File: src/rtl/trigger_capture.sv
// Acquisition front end: fills a circular sample buffer, waits for an edge trigger
// with hysteresis (or an auto-timeout), then captures the post-trigger samples.
module trigger_capture #(
  parameter int BUFFER_LEN   = 512,
  parameter int ADDR_W       = 9,
  parameter int PRE_TRIG     = 240,
  parameter int HYST         = 4,
  parameter int AUTO_TIMEOUT = 1048576,
  parameter int TO_W         = 21
) (
  input  logic              pll_clk,
  input  logic              rst,
  input  logic              i_start,
  input  logic              i_stop,
  input  logic [7:0]        i_adc_data,
  input  logic [7:0]        i_level,
  input  logic              i_edge,
  input  logic              i_auto,
  output logic              o_we,
  output logic [ADDR_W-1:0] o_waddr,
  output logic [7:0]        o_wdata,
  output logic              o_busy,
  output logic              o_done,
  output logic [ADDR_W-1:0] o_trig_addr,
  output logic              o_auto_fired
);

  typedef enum logic [2:0] {
    S_IDLE,
    S_PREFILL,
    S_ARMED,
    S_POST,
    S_DONE
  } state_t;

  localparam int POST_LEN = BUFFER_LEN - PRE_TRIG - 1;
  localparam logic [ADDR_W-1:0] PRE_LAST  = ADDR_W'(PRE_TRIG - 1);
  localparam logic [ADDR_W-1:0] POST_LAST = ADDR_W'(POST_LEN - 1);
  localparam logic [TO_W-1:0]   TO_LAST   = TO_W'(AUTO_TIMEOUT - 1);

  state_t            r_state;
  logic [ADDR_W-1:0] r_ptr;
  logic [ADDR_W-1:0] r_pre_cnt;
  logic [ADDR_W-1:0] r_post_cnt;
  logic [TO_W-1:0]   r_to_cnt;
  logic              r_arm;
  logic              r_we;
  logic [ADDR_W-1:0] r_waddr;
  logic [7:0]        r_wdata;
  logic              r_busy;
  logic              r_done;
  logic [ADDR_W-1:0] r_trig_addr;
  logic              r_auto_fired;

  logic [8:0] w_lvl9;
  logic [8:0] w_smp9;
  logic [8:0] w_lo;
  logic [8:0] w_hi_raw;
  logic [8:0] w_hi;
  logic       w_arm_cond;
  logic       w_hit;
  logic       w_timeout;

  // Hysteresis thresholds are clamped to the 0..255 code range.
  assign w_lvl9     = {1'b0, i_level};
  assign w_smp9     = {1'b0, i_adc_data};
  assign w_lo       = (w_lvl9 >= 9'(HYST)) ? (w_lvl9 - 9'(HYST)) : 9'd0;
  assign w_hi_raw   = w_lvl9 + 9'(HYST);
  assign w_hi       = (w_hi_raw > 9'd255) ? 9'd255 : w_hi_raw;
  assign w_arm_cond = i_edge ? (w_smp9 > w_hi) : (w_smp9 < w_lo);
  // A trigger needs the arm flag from earlier samples, not the current one.
  assign w_hit      = r_arm && (i_edge ? (w_smp9 <= w_lvl9) : (w_smp9 >= w_lvl9));
  assign w_timeout  = i_auto && (r_to_cnt == TO_LAST);

  always_ff @(posedge pll_clk or posedge rst) begin
    if (rst) begin
      r_state      <= S_IDLE;
      r_ptr        <= '0;
      r_pre_cnt    <= '0;
      r_post_cnt   <= '0;
      r_to_cnt     <= '0;
      r_arm        <= 1'b0;
      r_we         <= 1'b0;
      r_waddr      <= '0;
      r_wdata      <= '0;
      r_busy       <= 1'b0;
      r_done       <= 1'b0;
      r_trig_addr  <= '0;
      r_auto_fired <= 1'b0;
    end else begin
      r_we   <= 1'b0;
      r_done <= 1'b0;
      case (r_state)
        S_IDLE: begin
          if (i_start && !i_stop) begin
            r_state      <= S_PREFILL;
            r_ptr        <= '0;
            r_pre_cnt    <= '0;
            r_arm        <= 1'b0;
            r_auto_fired <= 1'b0;
            r_busy       <= 1'b1;
          end else begin
            r_busy <= 1'b0;
          end
        end
        S_PREFILL, S_ARMED, S_POST: begin
          if (i_stop) begin
            r_state <= S_IDLE;
            r_busy  <= 1'b0;
          end else begin
            // Sample of this cycle lands on the RAM port next cycle at the current pointer.
            r_we    <= 1'b1;
            r_waddr <= r_ptr;
            r_wdata <= i_adc_data;
            r_ptr   <= r_ptr + 1'b1;
            if (r_state != S_POST && w_arm_cond) begin
              r_arm <= 1'b1;
            end
            if (r_state == S_PREFILL) begin
              if (r_pre_cnt == PRE_LAST) begin
                r_state  <= S_ARMED;
                r_to_cnt <= '0;
              end else begin
                r_pre_cnt <= r_pre_cnt + 1'b1;
              end
            end else if (r_state == S_ARMED) begin
              if (w_hit || w_timeout) begin
                r_state      <= S_POST;
                r_trig_addr  <= r_ptr;
                r_auto_fired <= !w_hit;
                r_post_cnt   <= '0;
              end else if (r_to_cnt != TO_LAST) begin
                r_to_cnt <= r_to_cnt + 1'b1;
              end
            end else begin
              if (r_post_cnt == POST_LAST) begin
                r_state <= S_DONE;
              end else begin
                r_post_cnt <= r_post_cnt + 1'b1;
              end
            end
          end
        end
        S_DONE: begin
          // The done pulse follows the final write, with the write enable already low.
          r_state <= S_IDLE;
          r_busy  <= 1'b0;
          r_done  <= 1'b1;
        end
        default: begin
          r_state <= S_IDLE;
          r_busy  <= 1'b0;
        end
      endcase
    end
  end

  assign o_we         = r_we;
  assign o_waddr      = r_waddr;
  assign o_wdata      = r_wdata;
  assign o_busy       = r_busy;
  assign o_done       = r_done;
  assign o_trig_addr  = r_trig_addr;
  assign o_auto_fired = r_auto_fired;

endmodule

File: config.mk
export PLATFORM = sky130hd
export DESIGN_NAME = trigger_capture
export DESIGN_NICKNAME = d
export VERILOG_FILES = /design/src/rtl/trigger_capture.sv
export SDC_FILE = /design/constraint.sdc
export NUM_CORES = 1
export LEC_CHECK = 0
export BUFFER_PORTS_ARGS = -buffer_cell sky130_fd_sc_hd__buf_2
export CAP_MARGIN = 25
export CELL_PAD_IN_SITES_DETAIL_PLACEMENT = 1
export CELL_PAD_IN_SITES_GLOBAL_PLACEMENT = 1
export CORE_MARGIN = 1
export CORE_UTILIZATION = 40
export DETAILED_ROUTE_END_ITERATION = 7
export GPL_TIMING_DRIVEN = 0
export HOLD_SLACK_MARGIN = 0.15
export PLACE_DENSITY = 0.77
export SLEW_MARGIN = 20
export SYNTH_ARGS = -nofsm -noshare
export SYNTH_HDL_FRONTEND = slang
export SYNTH_SLANG_ARGS = --single-unit
File: constraint.sdc
create_clock -name pll_clk -period 6.36 [get_ports pll_clk]
set_clock_uncertainty 0.05 [all_clocks]
set_input_delay 1.272 -clock pll_clk [delete_from_list [all_inputs] [get_ports pll_clk]]
set_output_delay 1.272 -clock pll_clk [all_outputs]
set_load 0.01 [all_outputs]
# Yosys cells after proc, flatten, opt, wreduce, memory -nomap -nowiden
# Index checks and enable logic that the tools add are counted.
[word_totals] in_bits=22 word_cells=115 out_inout_bits=30 ff_bits=82
[classes] n_reduce_logical=21 n_eq_ne=25 muxes=42 order_cmp=6 add_sub_neg=6 bitwise=2
[op_table] op="$mux W21" n=5
[op_table] op="$mux W9" n=10
[op_table] op="$pmux W9 S2" n=2
[op_table] op="$add A9 B1 Y9 const B" n=3
[op_table] op="$ne A2 B2 Y1 const B" n=11
[op_table] op="$add A21 B1 Y21 const B" n=1
[op_table] op="$eq A21 B20 Y1 const B" n=1
[op_table] op="$mux W3" n=7
[op_table] op="$ne A21 B20 Y1 const B" n=1
[op_table] op="$reduce_and A5 Y1" n=3
[op_table] op="$mux W1" n=14
[op_table] op="$reduce_and A6 Y1" n=2
[op_table] op="$ne A5 B5 Y1 const B" n=2
[op_table] op="$add A8 B3 Y9 const B" n=1
[op_table] op="$eq A9 B8 Y1 const B" n=1
[op_table] op="$eq A9 B9 Y1 const B" n=1
[op_table] op="$gt A8 B9 Y1" n=1
[op_table] op="$gt A9 B8 Y1 const B" n=1
[op_table] op="$lt A8 B9 Y1" n=1
[op_table] op="$sub A8 B3 Y9 const B" n=1
[op_table] op="$ge A8 B3 Y1 const B" n=1
[op_table] op="$ge A8 B8 Y1" n=1
[op_table] op="$le A8 B8 Y1" n=1
[op_table] op="$reduce_and A4 Y1" n=2
[op_table] op="17 further kinds" n=28

# Depth between registers and ports, before layout
[depth] word_depth=9 ltp_mapped=15 mapped_depth_nobuf=15

# Worst setup path before layout
# OpenSTA, ideal clock, no wires.
[synth_path] kind="in2reg" startpoint="input i_level[1]" endpoint="register r_trig_addr[0], in the netlist o_trig_addr[0]" stages=10 t_arrival_ps=3360 slack_ps=2822 path_buffers=1 setup_ps=128 t_required_ps=6182 cell_sequence="inv_1 > ha_1 > nor2b_1 > o211ai_1 > a21oi_1 > or4_4 > a31oi_2 > nor2_2 > buf_2 > mux2_1"
[synth_via] elab_chain_cells=5 elab_cells_between_ends=6 cone_classes="order compare: 2; mux: 1; reduce/logical: 3"
[synth_rtl] item="start: declaration" line="16" text="input logic [7:0] i_level,"
[synth_rtl] item="$ge A8 B8 Y1 or $le A8 B8 Y1 (tied branches)" line="72" text="assign w_hit = r_arm && (i_edge ? (w_smp9 <= w_lvl9) : (w_smp9 >= w_lvl9));"
[synth_rtl] item="$mux W1 *" line="72"
[synth_rtl] item="$logic_and A1 B1 Y1 *" line="72"
[synth_rtl] item="$logic_or A1 B1 Y1 *" line="127" text="if (w_hit || w_timeout) begin"
[synth_rtl] item="$reduce_and A5 Y1 (no source line) *"
[synth_rtl] item="end signal: assignment" line="129" text="r_trig_addr <= r_ptr;"
[synth_rtl] item="end: declaration" line="52" text="logic [ADDR_W-1:0] r_trig_addr;"
# Every way passes the cells marked *; elsewhere a longest branch is shown, timed or not.
# A chain may end at the register's enable or synchronous reset.

# Worst setup path in the final report
[layout_path] startpoint="input i_level[2]" endpoint="register r_arm"
[layout_via] elab_chain_cells=8 elab_cells_between_ends=12 cone_classes="add/sub: 2; order compare: 4; eq/ne: 1; mux: 3; reduce/logical: 2"
[layout_rtl] item="$add A8 B3 Y9" line="68" text="assign w_hi_raw = w_lvl9 + 9'(HYST);"
[layout_rtl] item="$gt A9 B8 Y1" line="69" text="assign w_hi = (w_hi_raw > 9'd255) ? 9'd255 : w_hi_raw;"
[layout_rtl] item="$mux W9" line="69"
[layout_rtl] item="$gt A8 B9 Y1" line="70" text="assign w_arm_cond = i_edge ? (w_smp9 > w_hi) : (w_smp9 < w_lo);"
[layout_rtl] item="$mux W1 *" line="70"
[layout_rtl] item="$logic_and A1 B1 Y1 *" line="116" text="if (r_state != S_POST && w_arm_cond) begin"
[layout_rtl] item="$ne A2 B2 Y1 (no source line) *"
[layout_rtl] item="$reduce_and A4 Y1 (no source line) *"
[layout_rtl] item="end signal: assignment" line="82" text="r_arm <= 1'b0;"
[layout_rtl] item="end signal: assignment" line="99" text="r_arm <= 1'b0;"
[layout_rtl] item="end signal: assignment" line="117" text="r_arm <= 1'b1;"
[layout_rtl] item="end: declaration" line="46" text="logic r_arm;"
# Marks and branches as above.

==> results.md <==
- Status: finished, violations left
- Failing checks: design-rule violations
- Reg2reg setup slack: 3.39 ns
- CTS Buf Count: 9
- Initial Utilization: 0.4165
- Part of the Yosys area used for sequential elements: 0.4260
- Later-pin clock latency in the skew report: 0.35 ns
- WL per Instance: 18.31 um
- Iter 0 DRT Violations: 202
- Post-Syn Area: 4817 um^2
- Via-to-Cell Ratio: 5.813
- Number of diodes: 0
- Hold buffer count at cts: 0
- Cell count after synthesis: 503
- WP data arrival: 4.04 ns
- Placed Cells: 698
- Comb power frac: 0.269
- Clk buf depth: 2
- Reported leakage power: 2.633 nW
- # port buffers: 51
- GRT overflow: 0
- Routed Wire Length: 13090 um
- Net total in the final layout: 621
- Via count: 4156
- Class of the worst hold path: reg -> reg
- Sequential share of power: 0.406
- Final period utilization: 0.6086
- # fillers: 1331
- DRT antenna net count: 0
- CP startpoint kind: primary input
- Library cells used by synthesis: 58
- CTS H-tree lvls: 3
- CTS tree: done
- Row count: 39
- Worst endpoint required time: 6.53 ns
- Root cell of the clock tree: clkbuf_16
- Final Hold Vio Count: 0
- DP Wirelength: 9621 um
- Post-synth top cells: dfrtp_1, nand2_1, nor2_1
- Net Sw Power: 0.5549 mW
- Max VDD drop: 0.1770 mV
- DRC viols: 4
- Core Area: 11560 um^2
- Crit path capture type: register
- GRT Total Usage: 0.2199
- Finished Layout Cells: 715
- Die ar.: 12490 um^2
- Global-route wire length before repair: 21830 um
- Synth area leaders: dfrtp_1, ha_1, mux2_2, nand2_1, nor2_1
- Initial antenna violation count: 0
- Asr flop ratio synth: 1.000
- Syn-to-layout area delta: 15.58%
- Fin Setup TNS: 0 ns
- Avg Synthesized Cell Area: 9.577 um^2
- Largest net degree at the start of global routing: 50
- Final max-slew violation count: 0
- RSZ-0062 raised after global routing: no
- Number of flops mapped to enable cells by yosys: 0
- CTS sink cnt: 82
- Share of layout cells above drive strength 1: 0.1853
- Post-CTS repair timing setup buffer count: 0
- Cell-internal power: 1.031 mW
- PD cells: 284.8 nW/um^2
- Number of I/O pins: 52
- Die Span Y: 111.7 um
- Vias in the first global route: 4437
- Clock Power Share: 0.325
- Post-synth top area share: 0.4260
- FMAX: 258.3 MHz
- Setup violations, final: 0
- Prevailing post-synth register cell: dfrtp_1
- Fin crit period: 3.871 ns
- Crit Path Class: in -> reg
- Net Count, Synth: 557
- Top-count cell post-synth: dfrtp_1
- Synth warn: 0
- Yosys top cell by area: dfrtp_1
- Yosys reg bits: 82
- Max Cap Viol: 0
- GPL Wtd Cong: 0.8101
- Least-Margin Pin Slew: 0.7332 ns
- Crit Path Max Fanout: 7
- Relative slew slack: 0.5043
- Switching Share: 0.3499
- # resized after CTS: 0
- TritonRoute pass-1 iters: 6
- DIE WIDTH: 111.7 um
- CTS clk-pin slew, worst paths: 0.07 ns
placed cells by master, fill, tap and decap left out, types with 7 or more instances in the layout:
cell / instances
inv_1: 24
a21oi_1: 23
nor3_1: 14
o21ai_0: 19
ha_1: 32
nor4_1: 8
clkbuf_1: 13
nand3_1: 21
a31oi_1: 22
buf_2: 54
nand4_1: 10
xnor2_1: 10
mux2_2: 18
dfrtp_1: 82
xor2_1: 7
nor2_1: 42
clkbuf_16: 9
mux2_1: 9
nand2_1: 44
and3_1: 10
kinds of logic after synthesis:
group / Yosys count / share of synthesized area
muxes: 31 / 0.07143
adders and majority gates: 32 / 0.08312
xor gates and xnor gates: 17 / 0.03091
buffers and inverters: 43 / 0.03584
and+or+nand+nor: 191 / 0.2068
DFF: 82 / 0.4260
AOI/OAI and AO/OA: 107 / 0.1460
state kept, by name, summed over array words and instances (netlist names):
name,flops
o_auto_fired,1
o_busy,1
o_done,1
o_trig_addr,9
o_waddr,9
o_wdata,8
o_we,1
r_arm,1
r_post_cnt,9
r_pre_cnt,9
r_ptr,9
r_state,3
r_to_cnt,21
per-stage QoR:
step / hold slack (ns) / utilization / total power [mW] / setup WS [ns] / cell area, um^2
final: 0.4321 / 0.4814 / 1.586 / 2.489 / 5568
after global routing: 0.4502 / 0.4814 / 1.664 / 2.172 / 5568
after CTS: 0.4344 / 0.4810 / 1.598 / 2.462 / 5563
after detailed placement: 0.4229 / 0.4560 / 1.079 / 2.107 / 5274
after global placement: 0.4138 / 0.4541 / 1.051 / 1.850 / 5251
after floorplan: 0.4000 / - / 0.9148 / 2.822 / 4817
layout make-up:
cell class	count	area, um^2	share of cell area
timing repair buffer	53	280.3	0.05034
clock buffer	10	239.0	0.04292
multi-input combinational	378	2592	0.4656
clock inverter	6	50.05	0.008989
tap	143	178.9	0.03213
inverter	26	100.1	0.01798
sequential	82	2052	0.3685
buffer	17	75.07	0.01348
worst max-delay path, stage by stage:
cell	delay (ns)
buf_2	0.14
inv_1	0.12
ha_1	0.34
nand4b_1	0.11
nor4_1	0.29
a31oi_1	0.07
nor2_1	0.37
nor2_1	0.12
ha_1	0.31
nor2b_1	0.13
o21ai_0	0.14
nand2b_1	0.07
a21oi_1	0.16
nor2b_1	0.06
o21ai_0	0.18
a41oi_1	0.14
worst paths after layout:
| kind | depth (start not counted) | endpoint | startpoint |
|---|---|---|---|
| max | 16 | r_arm$_DFFE_PP0P_ | i_level[2] |
| min in group asynchronous | 2 | o_wdata[2]$_DFFE_PP0P_ | rst |
| max in group asynchronous | 3 | o_trig_addr[7]$_DFFE_PP0P_ | rst |
| min | 1 | r_to_cnt[11]$_DFFE_PP0P_ | r_to_cnt[11]$_DFFE_PP0P_ |
| min reg2reg | 1 | r_to_cnt[11]$_DFFE_PP0P_ | r_to_cnt[11]$_DFFE_PP0P_ |
| max reg2reg | 9 | o_trig_addr[1]$_DFFE_PP0P_ | r_to_cnt[0]$_DFFE_PP0P_ |
layer usage:
layer	global-route usage	vias up	share of wire
met1	0.2783	2093	0.46
met5	0	-	0
met4	0.08018	0	0.017
li1	-	1973	-
met2	0.3814	71	0.50
met3	0.03103	19	0.024
power by group through the flow:
stage	clock (mW)	sequential, mW	combinational, mW
after global routing	0.541	0.652	0.470
after floorplan	0	0.660	0.255
after CTS	0.524	0.644	0.431
final	0.516	0.644	0.426
after global placement	0	0.649	0.402
after detailed placement	0	0.652	0.427
(Power assumes the default switching activity.)
